==> config.mk <==
export PLATFORM = sky130hd
export DESIGN_NAME = rf_wb_arbiter
export DESIGN_NICKNAME = d
export VERILOG_FILES = /design/src/rtl/rf_wb_pkg.sv /design/src/rtl/rf_wb_arbiter_fifo.sv /design/src/rtl/rf_wb_arbiter.sv
export SDC_FILE = /design/constraint.sdc
export NUM_CORES = 1
export LEC_CHECK = 0
export CAP_MARGIN = 5
export CORE_MARGIN = 10
export CORE_UTILIZATION = 42
export CTS_CLUSTER_SIZE = 40
export DETAILED_ROUTE_END_ITERATION = 8
export PLACE_DENSITY = 0.74
export SLEW_MARGIN = 20
export SYNTH_ARGS = -nofsm -noshare
export SYNTH_HDL_FRONTEND = slang
export SYNTH_HIERARCHICAL = 1
export SYNTH_SLANG_ARGS = --single-unit
==> constraint.sdc <==
create_clock -name clk_i -period 5.2 [get_ports clk_i]
set_input_delay 0.78 -clock clk_i [delete_from_list [all_inputs] [get_ports clk_i]]
set_output_delay 0.78 -clock clk_i [all_outputs]
set_load 0.03 [all_outputs]
==> src/rtl/rf_wb_pkg.sv <==
`default_nettype none
// ============================================================================
// Module   : rf_wb_pkg
// Purpose  : Shared types and widths for the register-file writeback arbiter.
//            Holds the RF address/data/tag widths, the grant encoding and
//            the queued-write entry record used by the FIFO and the top.
// Ports    : none (package)
// Revision : 1.0 - initial release
// ============================================================================
package rf_wb_pkg;

  localparam int RF_ADDR_W = 5;
  localparam int RF_DATA_W = 32;
  localparam int POS_W     = 4;

  typedef enum logic [1:0] {
    GNT_NONE = 2'd0,
    GNT_CPU  = 2'd1,
    GNT_CGRA = 2'd2
  } grant_e;

  typedef struct packed {
    logic [RF_ADDR_W-1:0] rd;
    logic [RF_DATA_W-1:0] data;
    logic [POS_W-1:0]     pos;
  } wb_entry_t;

endpackage
`default_nettype wire

==> src/rtl/rf_wb_arbiter_fifo.sv <==
`default_nettype none
// ============================================================================
// Module   : wb_fifo
// Purpose  : Circular FIFO for queued CGRA writeback entries. Exposes the
//            per-slot valid vector and rd array so the top can compare
//            decode-stage source addresses against every queued write.
// Ports    : clk_i, reset (async, active-high)
//            i_push/i_entry  - enqueue one entry (ignored when full)
//            i_pop           - dequeue head (ignored when empty)
//            i_flush         - discard all entries; overrides push/pop
//            o_head          - entry at the read pointer
//            o_count         - registered occupancy
//            o_valid, o_rd   - slot-indexed valid flags and destination regs
// Revision : 1.0 - initial release
// ============================================================================
module wb_fifo
  import rf_wb_pkg::*;
#(
  parameter int DEPTH = 4
) (
  input  logic                                 clk_i,
  input  logic                                 reset,
  input  logic                                 i_push,
  input  wb_entry_t                            i_entry,
  input  logic                                 i_pop,
  input  logic                                 i_flush,
  output wb_entry_t                            o_head,
  output logic [$clog2(DEPTH):0]               o_count,
  output logic [DEPTH-1:0]                     o_valid,
  output logic [DEPTH-1:0][RF_ADDR_W-1:0]      o_rd
);

  localparam int AW = $clog2(DEPTH);

  wb_entry_t        r_mem [DEPTH];
  logic [AW-1:0]    r_wr_ptr;
  logic [AW-1:0]    r_rd_ptr;
  logic [AW:0]      r_count;

  logic w_do_push;
  logic w_do_pop;

  assign w_do_push = i_push && (r_count < (AW+1)'(DEPTH)) && !i_flush;
  assign w_do_pop  = i_pop  && (r_count != '0) && !i_flush;

  // Payload storage needs no reset: slots are only read when marked valid.
  always_ff @(posedge clk_i) begin
    if (w_do_push) r_mem[r_wr_ptr] <= i_entry;
  end

  always_ff @(posedge clk_i or posedge reset) begin
    if (reset) begin
      r_wr_ptr <= '0;
      r_rd_ptr <= '0;
      r_count  <= '0;
    end else if (i_flush) begin
      r_wr_ptr <= '0;
      r_rd_ptr <= '0;
      r_count  <= '0;
    end else begin
      if (w_do_push) r_wr_ptr <= r_wr_ptr + AW'(1);
      if (w_do_pop)  r_rd_ptr <= r_rd_ptr + AW'(1);
      case ({w_do_push, w_do_pop})
        2'b10:   r_count <= r_count + (AW+1)'(1);
        2'b01:   r_count <= r_count - (AW+1)'(1);
        default: r_count <= r_count;
      endcase
    end
  end

  assign o_head  = r_mem[r_rd_ptr];
  assign o_count = r_count;

  // A slot is live when its distance from the read pointer (mod DEPTH)
  // is below the occupancy.
  for (genvar i = 0; i < DEPTH; i++) begin : g_slot
    logic [AW-1:0] w_off;
    assign w_off      = AW'(i) - r_rd_ptr;
    assign o_valid[i] = ({1'b0, w_off} < r_count);
    assign o_rd[i]    = r_mem[i].rd;
  end

endmodule
`default_nettype wire

==> src/rtl/rf_wb_arbiter.sv <==
`default_nettype none
// ============================================================================
// Module   : rf_wb_arbiter
// Purpose  : Shares the register file write port between CPU writeback
//            (absolute priority, never stalled) and queued CGRA results.
//            Also flags RAW hazards against queued CGRA writes and raises a
//            starvation request when the queue has been blocked too long.
// Ports    : clk_i, reset (async, active-high)
//            cpu_we_i/rd/data/pos       - CPU writeback
//            cgra_valid_i/ready_o/...   - CGRA result handshake
//            flush_i                    - discard queued CGRA results
//            rs_addr_i, rt_addr_i       - decode sources -> hazard_o
//            starve_o                   - bubble request
//            fifo_count_o               - queue occupancy
//            rf_we_o/rd/data/pos        - registered RF write port
// Revision : 1.0 - initial release
// ============================================================================
module rf_wb_arbiter
  import rf_wb_pkg::*;
#(
  parameter int DEPTH        = 4,
  parameter int STARVE_LIMIT = 8
) (
  input  logic                       clk_i,
  input  logic                       reset,
  input  logic                       cpu_we_i,
  input  logic [RF_ADDR_W-1:0]       cpu_rd_i,
  input  logic [RF_DATA_W-1:0]       cpu_data_i,
  input  logic [POS_W-1:0]           cpu_pos_i,
  input  logic                       cgra_valid_i,
  output logic                       cgra_ready_o,
  input  logic [RF_ADDR_W-1:0]       cgra_rd_i,
  input  logic [RF_DATA_W-1:0]       cgra_data_i,
  input  logic [POS_W-1:0]           cgra_pos_i,
  input  logic                       flush_i,
  input  logic [RF_ADDR_W-1:0]       rs_addr_i,
  input  logic [RF_ADDR_W-1:0]       rt_addr_i,
  output logic                       hazard_o,
  output logic                       starve_o,
  output logic [$clog2(DEPTH):0]     fifo_count_o,
  output logic                       rf_we_o,
  output logic [RF_ADDR_W-1:0]       rf_rd_o,
  output logic [RF_DATA_W-1:0]       rf_data_o,
  output logic [POS_W-1:0]           rf_pos_o
);

  localparam int AW = $clog2(DEPTH);
  localparam int SW = $clog2(STARVE_LIMIT + 1);

  wb_entry_t                        w_head;
  wb_entry_t                        w_in_entry;
  logic [AW:0]                      w_count;
  logic [DEPTH-1:0]                 w_valid;
  logic [DEPTH-1:0][RF_ADDR_W-1:0]  w_rd;
  logic                             w_empty;
  logic                             w_push;
  logic                             w_pop;
  logic                             w_hazard;
  grant_e                           w_grant;

  logic [SW-1:0]                    r_starve_cnt;
  logic                             r_we;
  wb_entry_t                        r_out;

  assign w_empty      = (w_count == '0);
  assign cgra_ready_o = (w_count < (AW+1)'(DEPTH));
  assign w_in_entry   = '{rd: cgra_rd_i, data: cgra_data_i, pos: cgra_pos_i};

  // x0 results complete the handshake but are never queued.
  assign w_push = cgra_valid_i && cgra_ready_o && (cgra_rd_i != '0);

  always_comb begin
    w_grant = GNT_NONE;
    if (cpu_we_i && (cpu_rd_i != '0))
      w_grant = GNT_CPU;
    else if (!w_empty && !flush_i)
      w_grant = GNT_CGRA;
  end

  assign w_pop = (w_grant == GNT_CGRA);

  wb_fifo #(.DEPTH(DEPTH)) u_fifo (
    .clk_i   (clk_i),
    .reset   (reset),
    .i_push  (w_push),
    .i_entry (w_in_entry),
    .i_pop   (w_pop),
    .i_flush (flush_i),
    .o_head  (w_head),
    .o_count (w_count),
    .o_valid (w_valid),
    .o_rd    (w_rd)
  );

  // Output register: on an idle cycle only the strobe drops; address,
  // data and tag keep their last value.
  always_ff @(posedge clk_i or posedge reset) begin
    if (reset) begin
      r_we  <= 1'b0;
      r_out <= '0;
    end else begin
      case (w_grant)
        GNT_CPU: begin
          r_we  <= 1'b1;
          r_out <= '{rd: cpu_rd_i, data: cpu_data_i, pos: cpu_pos_i};
        end
        GNT_CGRA: begin
          r_we  <= 1'b1;
          r_out <= w_head;
        end
        default: r_we <= 1'b0;
      endcase
    end
  end

  // Counts CPU-won cycles that left a non-empty queue waiting.
  always_ff @(posedge clk_i or posedge reset) begin
    if (reset) begin
      r_starve_cnt <= '0;
    end else if (flush_i || w_pop || w_empty) begin
      r_starve_cnt <= '0;
    end else if ((w_grant == GNT_CPU) && (r_starve_cnt != SW'(STARVE_LIMIT))) begin
      r_starve_cnt <= r_starve_cnt + SW'(1);
    end
  end

  // Head entry still counts while being popped: its write is not yet
  // visible in the register file this cycle.
  always_comb begin
    w_hazard = 1'b0;
    for (int i = 0; i < DEPTH; i++) begin
      if (w_valid[i] &&
          (((rs_addr_i != '0) && (w_rd[i] == rs_addr_i)) ||
           ((rt_addr_i != '0) && (w_rd[i] == rt_addr_i))))
        w_hazard = 1'b1;
    end
  end

  assign hazard_o     = w_hazard;
  assign starve_o     = (r_starve_cnt == SW'(STARVE_LIMIT));
  assign fifo_count_o = w_count;
  assign rf_we_o      = r_we;
  assign rf_rd_o      = r_out.rd;
  assign rf_data_o    = r_out.data;
  assign rf_pos_o     = r_out.pos;

endmodule
`default_nettype wire

==> results.cfg <==
[status]
run_status = complete, no violations

[routing]
routed.top_layer = met4
wl_per_cell_um = 21.1
ant_nets = 0
drtIter0Drc = 404
wl_met2_mm = 10.9
drt_wl_total_mm = 21.2
met3_length_mm = 1.53
vias = 5321
route.detailed.drc = 0
drtPass1Iterations = 5
drt-met1-wl_mm = 8.33
viasPerCell = 5.28

[floorplanning]
core_area_um2 = 22000
rows = 54
fp.dieH_um = 170
start_util = 0.430
die-area_um2 = 29000
die_w_um = 170
pin_count = 145

[placement]
numPortBuffers = 144
gp_congestion = 0.949
dpl.hpwl_mm = 14.3

[synth]
synth_top_family_by_area = multiplexers
syn_area_um2 = 9470
synth_fa_ha_area_frac = 0.0153
synthXorXnorAreaFrac = 0.0444
synthMuxAreaShare = 0.144
synth-compound-area-share = 0.0386
synthArstFlopShare = 0.244
netlist_instances = 596
synth-simple-area-share = 0.0513
synth_seq_cells = 217
avgSynthCellArea_um2 = 15.9
synth.top_cell.area_share = 0.520
yosys_warnings = 6
netlist.top_cell.by_area = edfxtp_1
synth-seq-area-share = 0.660
synth_area_leaders = edfxtp_1 (52%), dfrtp_1 (14%), mux4_2 (9.7%)
synth_edf_count = 164
syn-num-nets = 704
ys_types = 39
synth-main-ff-cell = edfxtp_1

[finish]
drive_gt1_frac = 0.137
final_cell_mix = edfxtp_1 (164), clkdlybuf4s50_1 (144), dfrtp_1 (51)
area_growth_pct = 23.6
final_nets = 819
antenna_cells = 0
layout_commonest_cell = edfxtp_1
multiInputGateArea_um2 = 2800
regArea_um2 = 6260
fillers = 1764

[critical_path]
r2r_slack_ps = 2310
r2r-end = u_fifo/r_mem[3][30]$_DFFE_PP_
endpoint = hazard_o
worstSetupStartpoint = rt_addr_i[1]
cp.required_ps = 4420
startpoint_type = primary input
end_kind = output pin
r2r-start = u_fifo/o_count[2]$_DFFE_PP0P_
cp_max_fo = 5
crit_type = in2out
reg2reg_depth = 5
cp.arrival_ps = 3060

[clock_network]
numCtsBuffers = 23
clock_path_buffers = 3
cts.clk_slew.worst_paths_ps = 60
cts.hold.buffers_added = 0
root_buffer = clkbuf_16
postCtsSetupBuffers = 0
insertion_delay_ps = 510
cts_tree = built
cts_resized = 0
htreeDepth = 1
clock_sinks = 217

[sta]
holdWs_ps = 562
relSlewSlack = 0.395
finalCriticalPeriod_ps = 3840
fin_skew_ps = 14.7
hold_viol = 0
fin_tns_setup_ps = 0
fmax_mhz = 261
slew_viol_final = 0
setup_viol = 0
rsz0062_at_grt = false
fin_crit_sh = 0.738
tightest_slew_ps = 906

[power]
power.density_nw_per_um2 = 363
leakagePower_nw = 3.96
ir_drop_v = 0.000188
power_mw = 4.25

[global_route]
grt_pass1_wl_mm = 33.2
grt_max_degree = 80
antenna_found_initial = 0
grt_pass1_vias = 5902
grt_overflow_total = 0
grt_usage = 0.146

[flow_run]
maxCapViolations = 0

[hold_path]
holdCritPathClass = reg2reg
-- power breakdown --
| part | internal [mW] | switching (mW) |
|---|---|---|
| combinational | 0.260 | 0.310 |
| sequential | 1.96 | 0.0492 |
| clock | 1.01 | 0.652 |
-- flip-flops by register name, summed over array words and instances, names as in the netlist --
| signal | cells |
|---|---|
| rf_rd_o | 5 |
| u_fifo/r_wr_ptr | 2 |
| r_starve_cnt | 4 |
| u_fifo/r_rd_ptr | 2 |
| rf_data_o | 32 |
| u_fifo/o_count | 3 |
| rf_we_o | 1 |
| rf_pos_o | 4 |
| u_fifo/r_mem | 164 |
-- stage by stage --
stage                     cell area (um2)  cells   util  worst slack [ps]
after floorplan                      9470    596      -              2100
after CTS                           11700   1008  0.531              1370
after global placement              10900    966  0.496              1380
final                               11700   1008  0.531              1360
after global routing                11700   1008  0.531              1260
after detailed placement            10900    966  0.496              1250
-- critical path, cell delays in order --
cell and delay [ps]:
clkdlybuf4s50_1 540, or4_1 580, nor2_2 180, nor4_1 90, o21ai_0 170, nand4_1 100, clkdlybuf4s50_1 610
-- routing by layer --
| metal | global-route usage | up-vias |
|---|---|---|
| met5 | 0 | - |
| met4 | 0.0488 | 0 |
| met3 | 0.0342 | 29 |
| met2 | 0.255 | 163 |
| met1 | 0.172 | 2690 |
| li1 | - | 2439 |
-- Yosys cell counts, types with 2 or more instances --
| library cell | count |
|---|---|
| xor2_1 | 18 |
| o21ai_0 | 42 |
| or4_1 | 3 |
| nor2_2 | 3 |
| and2_1 | 4 |
| nand3_1 | 11 |
| dfrtp_1 | 53 |
| nor3_1 | 3 |
| mux4_2 | 41 |
| nand2_1 | 46 |
| a21oi_1 | 8 |
| o21ai_1 | 6 |
| buf_2 | 19 |
| clkbuf_1 | 7 |
| buf_6 | 10 |
| nor2b_1 | 2 |
| nor2_1 | 11 |
| nor4_1 | 9 |
| ha_1 | 10 |
| buf_4 | 22 |
| mux2i_1 | 44 |
| xnor2_1 | 30 |
| inv_1 | 10 |
| or2_1 | 4 |
| edfxtp_1 | 164 |
| nand2b_1 | 3 |
-- layout make-up --
| class | count | share of cell area |
|---|---|---|
| Tap cell | 280 | 0.0299 |
| Clock buffer | 24 | 0.0495 |
| Sequential cell | 217 | 0.535 |
| Timing Repair Buffer | 149 | 0.126 |
| Inverter | 10 | 0.00331 |
| Multi-Input combinational cell | 310 | 0.239 |
| Clock inverter | 18 | 0.0173 |
-- cells by family after synthesis --
| kind of cell | count (synthesis) |
|---|---|
| XOR/XNOR | 48 |
| buffers and inverters | 69 |
| flip-flops | 217 |
| multiplexers | 85 |
| AO/OA/AOI/OAI | 64 |
| AND/OR/NAND/NOR | 102 |
| adder cells (fa/ha/maj) | 11 |
-- how the worst min path moves through the flow --
stage / start / end / slack (ps) / cells past startpoint
after floorplan: r_starve_cnt[3]$_DFFE_PP0P_ / r_starve_cnt[3]$_DFFE_PP0P_ / 500 / 2
after global placement: r_starve_cnt[3]$_DFFE_PP0P_ / r_starve_cnt[3]$_DFFE_PP0P_ / 520 / 2
after detailed placement: rf_data_o[30]$_DFFE_PP0P_ / rf_data_o[30]$_DFFE_PP0P_ / 550 / 2
after CTS: rf_data_o[30]$_DFFE_PP0P_ / rf_data_o[30]$_DFFE_PP0P_ / 570 / 2
after global routing: rf_data_o[21]$_DFFE_PP0P_ / rf_data_o[21]$_DFFE_PP0P_ / 590 / 2
final: r_starve_cnt[3]$_DFFE_PP0P_ / r_starve_cnt[3]$_DFFE_PP0P_ / 560 / 2
No activity file was read; power rests on OpenSTA's default activity.
